**src/rtl/alu.sv**
```systemverilog
// Eight-bit accumulator ALU: A/B/ACC/INDEX registers, status flags and a
// one-cycle ACC-to-bus output strobe, executing one control-unit command per clock.
package global_pkg;
  typedef enum logic [4:0] {
    nop          = 5'd0,
    op_lda       = 5'd1,
    op_ldb       = 5'd2,
    op_ldacc     = 5'd3,
    op_ldid      = 5'd4,
    op_mvacc2id  = 5'd5,
    op_mvacc2a   = 5'd6,
    op_mvacc2b   = 5'd7,
    op_add       = 5'd8,
    op_sub       = 5'd9,
    op_shiftl    = 5'd10,
    op_shiftr    = 5'd11,
    op_and       = 5'd12,
    op_or        = 5'd13,
    op_xor       = 5'd14,
    op_cmpe      = 5'd15,
    op_cmpl      = 5'd16,
    op_cmpg      = 5'd17,
    op_ascii2bin = 5'd18,
    op_bin2ascii = 5'd19,
    op_oeacc     = 5'd20
  } alu_op;
endpackage

module alu (
  input  logic       clk,
  input  logic       rst_n,
  input  logic [4:0] alu_op_i,
  input  logic [7:0] inbus_i,
  output logic [7:0] outbus_o,
  output logic       oe_o,
  output logic [7:0] index_o,
  output logic       flag_z_o,
  output logic       flag_c_o,
  output logic       flag_n_o,
  output logic       flag_e_o
);
  import global_pkg::*;

  logic [7:0] a_q, a_d, b_q, b_d, acc_q, acc_d, idx_q, idx_d, out_q, out_d;
  logic       z_q, z_d, c_q, c_d, n_q, n_d, e_q, e_d, oe_q, oe_d;
  logic [8:0] sum;
  logic [4:0] nsum;
  alu_op      op;

  assign op   = alu_op'(alu_op_i);
  assign sum  = {1'b0, a_q} + {1'b0, b_q};
  assign nsum = {1'b0, a_q[3:0]} + {1'b0, b_q[3:0]};

  always_comb begin
    a_d   = a_q;
    b_d   = b_q;
    acc_d = acc_q;
    idx_d = idx_q;
    z_d   = z_q;
    c_d   = c_q;
    n_d   = n_q;
    e_d   = e_q;
    out_d = '0;
    oe_d  = 1'b0;
    unique case (op)
      op_lda:      a_d   = inbus_i;
      op_ldb:      b_d   = inbus_i;
      op_ldacc:    acc_d = inbus_i;
      op_ldid:     idx_d = inbus_i;
      op_mvacc2id: idx_d = acc_q;
      op_mvacc2a:  a_d   = acc_q;
      op_mvacc2b:  b_d   = acc_q;
      op_add: begin
        acc_d = sum[7:0];
        c_d   = sum[8];
        n_d   = nsum[4];
        z_d   = (sum[7:0] == 8'h00);
      end
      op_sub: begin
        acc_d = a_q - b_q;
        c_d   = (a_q < b_q);
        n_d   = (a_q[3:0] < b_q[3:0]);
        z_d   = (a_q == b_q);
      end
      op_shiftl: begin
        acc_d = {a_q[6:0], 1'b0};
        c_d   = a_q[7];
        z_d   = (a_q[6:0] == 7'h00);
      end
      op_shiftr: begin
        acc_d = {1'b0, a_q[7:1]};
        c_d   = a_q[0];
        z_d   = (a_q[7:1] == 7'h00);
      end
      op_and: begin
        acc_d = a_q & b_q;
        z_d   = ((a_q & b_q) == 8'h00);
      end
      op_or: begin
        acc_d = a_q | b_q;
        z_d   = ((a_q | b_q) == 8'h00);
      end
      op_xor: begin
        acc_d = a_q ^ b_q;
        z_d   = ((a_q ^ b_q) == 8'h00);
      end
      op_cmpe: z_d = (a_q == b_q);
      op_cmpl: z_d = (a_q < b_q);
      op_cmpg: z_d = (a_q > b_q);
      op_ascii2bin: begin
        if (a_q >= 8'h30 && a_q <= 8'h39) begin
          acc_d = a_q - 8'h30;
          e_d   = 1'b0;
          z_d   = (a_q == 8'h30);
        end else begin
          acc_d = 8'hFF;
          e_d   = 1'b1;
          z_d   = 1'b0;
        end
      end
      op_bin2ascii: begin
        // Result is either 0x30..0x39 or 0xFF, so Z can never be set here.
        if (a_q <= 8'h09) begin
          acc_d = a_q + 8'h30;
          e_d   = 1'b0;
        end else begin
          acc_d = 8'hFF;
          e_d   = 1'b1;
        end
        z_d = 1'b0;
      end
      op_oeacc: begin
        out_d = acc_q;
        oe_d  = 1'b1;
      end
      default: ;
    endcase
  end

  always_ff @(posedge clk or negedge rst_n) begin
    if (!rst_n) begin
      a_q   <= '0;
      b_q   <= '0;
      acc_q <= '0;
      idx_q <= '0;
      out_q <= '0;
      z_q   <= 1'b0;
      c_q   <= 1'b0;
      n_q   <= 1'b0;
      e_q   <= 1'b0;
      oe_q  <= 1'b0;
    end else begin
      a_q   <= a_d;
      b_q   <= b_d;
      acc_q <= acc_d;
      idx_q <= idx_d;
      out_q <= out_d;
      z_q   <= z_d;
      c_q   <= c_d;
      n_q   <= n_d;
      e_q   <= e_d;
      oe_q  <= oe_d;
    end
  end

  assign outbus_o = out_q;
  assign oe_o     = oe_q;
  assign index_o  = idx_q;
  assign flag_z_o = z_q;
  assign flag_c_o = c_q;
  assign flag_n_o = n_q;
  assign flag_e_o = e_q;
endmodule

```
**config.mk**
```make
export PLATFORM = sky130hd
export DESIGN_NAME = alu
export DESIGN_NICKNAME = d
export VERILOG_FILES = /design/src/rtl/alu.sv
export SDC_FILE = /design/constraint.sdc
export NUM_CORES = 1
export LEC_CHECK = 0
export CAP_MARGIN = 5
export CORE_MARGIN = 3
export CORE_UTILIZATION = 60
export CTS_BUF_LIST = sky130_fd_sc_hd__clkbuf_8
export DETAILED_ROUTE_END_ITERATION = 6
export DONT_BUFFER_PORTS = 1
export PLACE_DENSITY = 0.76
export SYNTH_ARGS = -nofsm -noshare
export SYNTH_HDL_FRONTEND = slang
export SYNTH_SLANG_ARGS = --single-unit
```
**constraint.sdc**
```tcl
create_clock -name clk -period 4.61 [get_ports clk]
set_input_delay 0.461 -clock clk [delete_from_list [all_inputs] [get_ports clk]]
set_output_delay 0.461 -clock clk [all_outputs]
set_load 0.05 [all_outputs]
```
After elaboration in Yosys (flattened, before gate mapping)

Cells that the tools add are included.

$add $sub $neg: 5
Order comparisons: 6
Equal/unequal tests: 22
Mux-type cells: 15
Bitwise operators: 3
Reductions and logical operators: 16

Operator list:

| operator                                                                             | count |
|---|---|
| 8-bit one-hot mux with 10 select lines                                               | 1 |
| 8-bit one-hot mux with 2 select lines                                                | 3 |
| 5-bit by 4-bit equality test with 1-bit output (second input constant)               | 8 |
| 8-bit zero test                                                                      | 4 |
| 5-bit equality test (second input constant)                                          | 5 |
| 8-bit two-way mux                                                                    | 3 |
| 5-bit by 3-bit equality test with 1-bit output (second input constant)               | 4 |
| 7-bit zero test                                                                      | 2 |
| 1-bit one-hot mux with 11 select lines                                               | 1 |
| 11-bit nonzero test                                                                  | 1 |
| 5-bit by 2-bit equality test with 1-bit output (second input constant)               | 2 |
| 10-bit nonzero test                                                                  | 1 |
| 2-bit nonzero test                                                                   | 5 |
| 8-bit by 8-bit adder with 9-bit output                                               | 1 |
| 8-bit by 6-bit adder with 8-bit output (second input constant)                       | 1 |
| 8-bit bitwise AND                                                                    | 1 |
| 8-bit by 6-bit equality test with 1-bit output (second input constant)               | 1 |
| 8-bit equality test                                                                  | 1 |
| 8-bit by 6-bit greater-or-equal comparator with 1-bit output (second input constant) | 1 |
| 8-bit > comparator                                                                   | 1 |
| 8-bit by 4-bit <= comparator with 1-bit output (second input constant)               | 1 |
| 8-bit by 6-bit <= comparator with 1-bit output (second input constant)               | 1 |
| 8-bit < comparator                                                                   | 1 |
| 8-bit bitwise OR                                                                     | 1 |
| 12 further kinds                                                                     | 16 |

Flip-flop bits (word level): 45
Input bits: 15
Output and inout bits: 21
Word-level logic and storage cells: 77

Logic depth before layout (Yosys ltp)

Depth after elaboration: 4
Depth in mapped cells: 10
Depth with buffers taken out: 10

Worst setup path before layout

OpenSTA, ideal clock, no wires.

Kind: flip-flop to flip-flop
Start point: reg a_q[0]
End point: reg z_q, in the netlist flag_z_o
Setup time: 131 ps
Arrival: 2,291 ps
Data required time: 4,479 ps
Setup slack: 2,188 ps
Cell stages (with the launch flop): 11
Path buffers: 0
Clock period less this slack: 2,422 ps
Cell sequence: dfrtp_1 inv_1 ha_1 inv_1 fa_1 nor3b_1 nor3_1 o221a_1 o21bai_1 mux2i_1 or3_1

Longest elaborated chain between the ends: 4
Elaborated cells on any way between the ends: 18
Those cells by class: add/sub: 1; order compare: 4; eq/ne: 2; mux: 2; bitwise: 3; reduce/logical: 6

RTL lines:

| element                                                                        | line | RTL |
|---|---|---|
| start: declaration                                                             | 44   | `logic [7:0] a_q, a_d, b_q, b_d, acc_q, acc_d, idx_q, idx_d, out_q, out_d;` |
| start signal: assignment                                                       | 142  | `a_q <= '0;` |
| start signal: assignment                                                       | 153  | `a_q <= a_d;` |
| branches (longest 3 deep; another with 8-bit by 8-bit adder with 9-bit output) | n/a  |  |
| 1-bit one-hot mux with 11 select lines (*)                                     | 65   | `unique case (op)` |
| end signal: assignment                                                         | 158  | `z_q <= z_d;` |
| end: declaration                                                               | 45   | `logic z_q, z_d, c_q, c_d, n_q, n_d, e_q, e_d, oe_q, oe_d;` |

Every way passes the cells marked *.
A chain may end at the register's enable or synchronous reset.

Worst setup path in the final report

Start point: reg a_q[4]
End point: reg acc_q[7]

Longest elaborated chain between the ends: 4
Elaborated cells on any way between the ends: 11
Those cells by class: add/sub: 4; order compare: 3; mux: 3; reduce/logical: 1

RTL lines:

| element                                                                                                                               | line | RTL |
|---|---|---|
| 8-bit by 6-bit greater-or-equal comparator with 1-bit output / 8-bit by 6-bit <= comparator with 1-bit output (equally long branches) | 111  | `if (a_q >= 8'h30 && a_q <= 8'h39) begin` |
| 1-bit logical AND                                                                                                                     | 111  |  |
| 8-bit two-way mux                                                                                                                     | 111  |  |
| 8-bit one-hot mux with 10 select lines (*)                                                                                            | 65   |  |
| end signal: assignment                                                                                                                | 144  | `acc_q <= '0;` |
| end signal: assignment                                                                                                                | 155  | `acc_q <= acc_d;` |
| end: declaration                                                                                                                      | 44   |  |

Mark *: on every way between the ends. The rest lies on a longest branch, timed or not.

==> results.sh <==
export IMPL_postSynth_topFlopCell="sky130_fd_sc_hd__dfrtp_1"
export IMPL_irDropWorstVdd_uv=297.8
export IMPL_timing_critical_path_required_ps=4860
export IMPL_clk_root_buffer_cell="sky130_fd_sc_hd__clkbuf_8"
export IMPL_synth_net_count=473
export IMPL_final_net_count=460
export IMPL_floorplan_initialDensity_pct=64.13
export IMPL_fp_coreArea_sq_um=5675
export IMPL_route_detailed_wl_per_inst_um=22.13
export IMPL_timing_worst_slew_pin_value_ps=1013
export IMPL_total_setup_violations_reported_at_the_end_of_the_flow=0
export IMPL_fp_dieArea_sq_um=7037
export IMPL_via_count_of_the_first_global_routing_pass=3223
export IMPL_dr_total_vias=3373
export IMPL_ios=36
export IMPL_proportion_of_layout_cells_with_a_drive_suffix_above_1_pct=6.024
export IMPL_drt_iter0_markers=364
export IMPL_startpoint_type="flip-flop"
export IMPL_h_tree_depth=2
export IMPL_hpwlAfterDp_mm=8.057
export IMPL_chipHeight_um=83.89
export IMPL_fillerInstances=497
export IMPL_async_sr_flop_fraction_pct=100.0
export IMPL_cts_num_sinks=45
export IMPL_hp_class="in -> reg"
export IMPL_numCtsBuffers=5
export IMPL_global_route_overflow_total=0
export IMPL_pins_over_their_slew_limit=0
export IMPL_number_of_antenna_violations_at_the_first_check_in_global_routing=0
export IMPL_worst_skew_pair_late_latency_ps=300
export IMPL_number_of_distinct_standard_cells_referenced_by_the_synthesized_netlist=67
export IMPL_synth_yosys_warnings=0
export IMPL_status="completed"
export IMPL_yosys_register_bits=45
export IMPL_gp_congestion=1.050
export IMPL_numPortBuffers=0
export IMPL_skew_ps=19.52
export IMPL_clock_pin_slew_worst_setup_and_hold_paths_ps=100
export IMPL_cpPeakStageDelay_ps=580
export IMPL_post_synth_inst_count=428
export IMPL_cts_resized_gates=0
export IMPL_slew_limit_headroom_pct=32.21
export IMPL_power_density_nw_per_um2=453.4
export IMPL_syn_to_final_growth_pct=2.991
export IMPL_cp_arrival_ps=3040
export IMPL_totalNegativeSetupSlack_ps=0
export IMPL_grt_start_max_net_pins=46
export IMPL_ant_nets=0
export IMPL_static_leakage_power_nw=1.678
export IMPL_finalWorstPathRequiredPeriod_ps=2784
export IMPL_fin_hold_viols=0
export IMPL_std_cell_rows=27
export IMPL_cp_cell_sequence="inv_1, ha_1, or3_1, o311ai_0, xor2_1, o22ai_1, a21o_1"
export IMPL_gr_max_usage_layer="met2"
export IMPL_globalRouteMet3Util_pct=8.588
export IMPL_max_cap_violations=0
export IMPL_ys_seq_area_share_pct=30.94
export IMPL_final_min_period_over_clock_period_pct=60.39
export IMPL_post_route_util_pct=66.05
export IMPL_endpoint_kind="flip-flop"
export IMPL_max_freq_mhz=359.2
export IMPL_slowest_cell_on_crit_path="sky130_fd_sc_hd__dfrtp_1"
export IMPL_crit_path_max_fanout=11
export IMPL_post_route_worst_setup_slack_ps=1826
export IMPL_vias_per_cell=6.926
export IMPL_met2_usage_pct=46.13
export IMPL_drt_drc_violations_left=0
export IMPL_grt_total_usage_pct=30.90
export IMPL_synth_edff_count=0
export IMPL_timing_hold_ws_ps=308.3
export IMPL_die_width_um=83.89
export IMPL_place_ws_ps=1883
export IMPL_ctsLongestPathBuffers=2
export IMPL_route_final_wire_length_mm=10.78
export IMPL_first_pass_grt_wire_length_mm=17.25
export IMPL_grt_util_met1_pct=42.94
export IMPL_firstDrtPassIters=5
export IMPL_worst_setup_path_type="reg -> reg"
export IMPL_tritoncts="done"
export IMPL_synth_area_per_cell_sq_um=8.504
export IMPL_setup_repair_after_global_routing_missed_its_margin="no"
export IMPL_mappedNetlistArea_sq_um=3640
export IMPL_number_of_diodes_added_for_antenna_fixing=0
[cell usage after synthesis (6+ instances only)]
cell type / number / share of area, %
sky130_fd_sc_hd__a21oi_1: 24 / 3.3
sky130_fd_sc_hd__a221oi_1: 6 / 1.4
sky130_fd_sc_hd__a22oi_1: 8 / 1.7
sky130_fd_sc_hd__and2_1: 10 / 1.7
sky130_fd_sc_hd__buf_2: 11 / 1.5
sky130_fd_sc_hd__clkbuf_1: 7 / 0.72
sky130_fd_sc_hd__dfrtp_1: 45 / 31
sky130_fd_sc_hd__ha_1: 28 / 9.6
sky130_fd_sc_hd__inv_1: 26 / 2.7
sky130_fd_sc_hd__mux2i_1: 20 / 5.5
sky130_fd_sc_hd__nand2_1: 39 / 4.0
sky130_fd_sc_hd__nand2b_1: 6 / 1.0
sky130_fd_sc_hd__nand4_1: 9 / 1.5
sky130_fd_sc_hd__nor2_1: 46 / 4.7
sky130_fd_sc_hd__nor2b_1: 6 / 1.0
sky130_fd_sc_hd__nor3_1: 7 / 0.96
sky130_fd_sc_hd__o21ai_0: 23 / 3.2
sky130_fd_sc_hd__o21ai_1: 7 / 0.96
sky130_fd_sc_hd__or3_1: 7 / 1.2
sky130_fd_sc_hd__xnor2_1: 6 / 1.4
sky130_fd_sc_hd__xor2_1: 6 / 1.4
[layout by cell type, fill, tap and decap left out, types with 4 or more instances in the layout]
cell type / Yosys / routed
sky130_fd_sc_hd__nor3_2: 4 / 4
sky130_fd_sc_hd__nand2b_1: 6 / 6
sky130_fd_sc_hd__a21oi_1: 24 / 24
sky130_fd_sc_hd__or3_1: 7 / 7
sky130_fd_sc_hd__xnor2_1: 6 / 6
sky130_fd_sc_hd__nand2_1: 39 / 39
sky130_fd_sc_hd__nor2_1: 46 / 46
sky130_fd_sc_hd__clkbuf_8: 0 / 5
sky130_fd_sc_hd__or4_1: 4 / 4
sky130_fd_sc_hd__a22oi_1: 8 / 8
sky130_fd_sc_hd__ha_1: 28 / 28
sky130_fd_sc_hd__nor2b_1: 6 / 6
sky130_fd_sc_hd__o21ai_0: 23 / 23
sky130_fd_sc_hd__inv_1: 26 / 26
sky130_fd_sc_hd__o22ai_1: 4 / 4
sky130_fd_sc_hd__dfrtp_1: 45 / 45
sky130_fd_sc_hd__xor2_1: 6 / 6
sky130_fd_sc_hd__nand3_1: 5 / 5
sky130_fd_sc_hd__mux2i_1: 20 / 20
sky130_fd_sc_hd__nand4_1: 9 / 9
sky130_fd_sc_hd__a22o_1: 5 / 5
sky130_fd_sc_hd__a221oi_1: 6 / 6
sky130_fd_sc_hd__o21ai_1: 7 / 7
sky130_fd_sc_hd__nor3_1: 7 / 7
sky130_fd_sc_hd__and2_1: 10 / 10
[final cells by class]
class | count | area (sq um) | share of cell area (%)
multi-input cells | 334 | 2290 | 61.08
flip-flops and latches | 45 | 1126 | 30.04
inverters | 27 | 101.3 | 2.704
well taps | 72 | 90.09 | 2.403
clock buffers | 5 | 68.82 | 1.836
repair buffers | 2 | 37.54 | 1.001
clock inverters | 2 | 35.03 | 0.9346
[timing repair]
action | in CTS | in global routing
buffers inserted | 0 | 0
hold buffers | 2 | 0
hold endpoints to repair | 45 | 0
[stage by stage]
stage | instance area (sq um) | instances | power, mW
after global routing | 3749 | 487 | 1.799
after global placement | 3607 | 478 | 1.365
after CTS | 3749 | 487 | 1.677
after detailed placement | 3607 | 478 | 1.371
after floorplan | 3640 | 428 | 1.216
final | 3749 | 487 | 1.699
[flip-flops by register name, indices dropped and copies added (netlist names)]
| register | flops |
|---|---|
| flag_z_o | 1 |
| acc_q | 8 |
| index_o | 8 |
| flag_n_o | 1 |
| b_q | 8 |
| flag_c_o | 1 |
| oe_o | 1 |
| flag_e_o | 1 |
| outbus_o | 8 |
| a_q | 8 |
[power breakdown]
part | switching, mW | internal (mW)
Clock | 0.137 | 0.158
Combinational | 0.430 | 0.293
Sequential | 0.212 | 0.469
[worst max-delay path: cells and delay by family, from the launching register on]
family / cells / cell delay (ps)
simple gates: 1 / 490
xor+xnor: 1 / 120
flops: 1 / 580
fa+ha+maj: 1 / 490
buf+inv: 1 / 180
compound gates: 3 / 890
[kinds of logic (layout without fill, tap and decap cells)]
kind of cell               Yosys count  in the layout  synth area share (%)
DFF                                 45             45                 30.94
buffers and inverters               49             36                 6.153
AOI/OAI and AO/OA                  113            113                 21.11
muxes                               20             20                 5.500
and+or+nand+nor                    159            159                 22.69
xor gates and xnor gates            12             12                 2.888
adders and majority gates           30             30                 10.73
[path summary, 6_finish.rpt]
kind | from | endpoint | slack (ps) | cells after the start
worst max-delay path | a_q[4] | acc_q[7] | 1830 | 7
worst min-delay path | inbus_i[2] | b_q[2] | 310 | 2
worst max register to register | a_q[4] | acc_q[7] | 1830 | 7
worst min register to register | b_q[4] | b_q[4] | 510 | 2
max in group asynchronous | rst_n | outbus_o[5] | 3730 | 2
min in group asynchronous | rst_n | flag_z_o | 640 | 2
[routing by layer]
layer	vias up	routed length (um)
met5	-	0
met4	0	385
met3	34	1088
met2	210	4732
met1	1625	4569
li1	1504	-
Note: power is estimated with default switching activity, not from simulation.
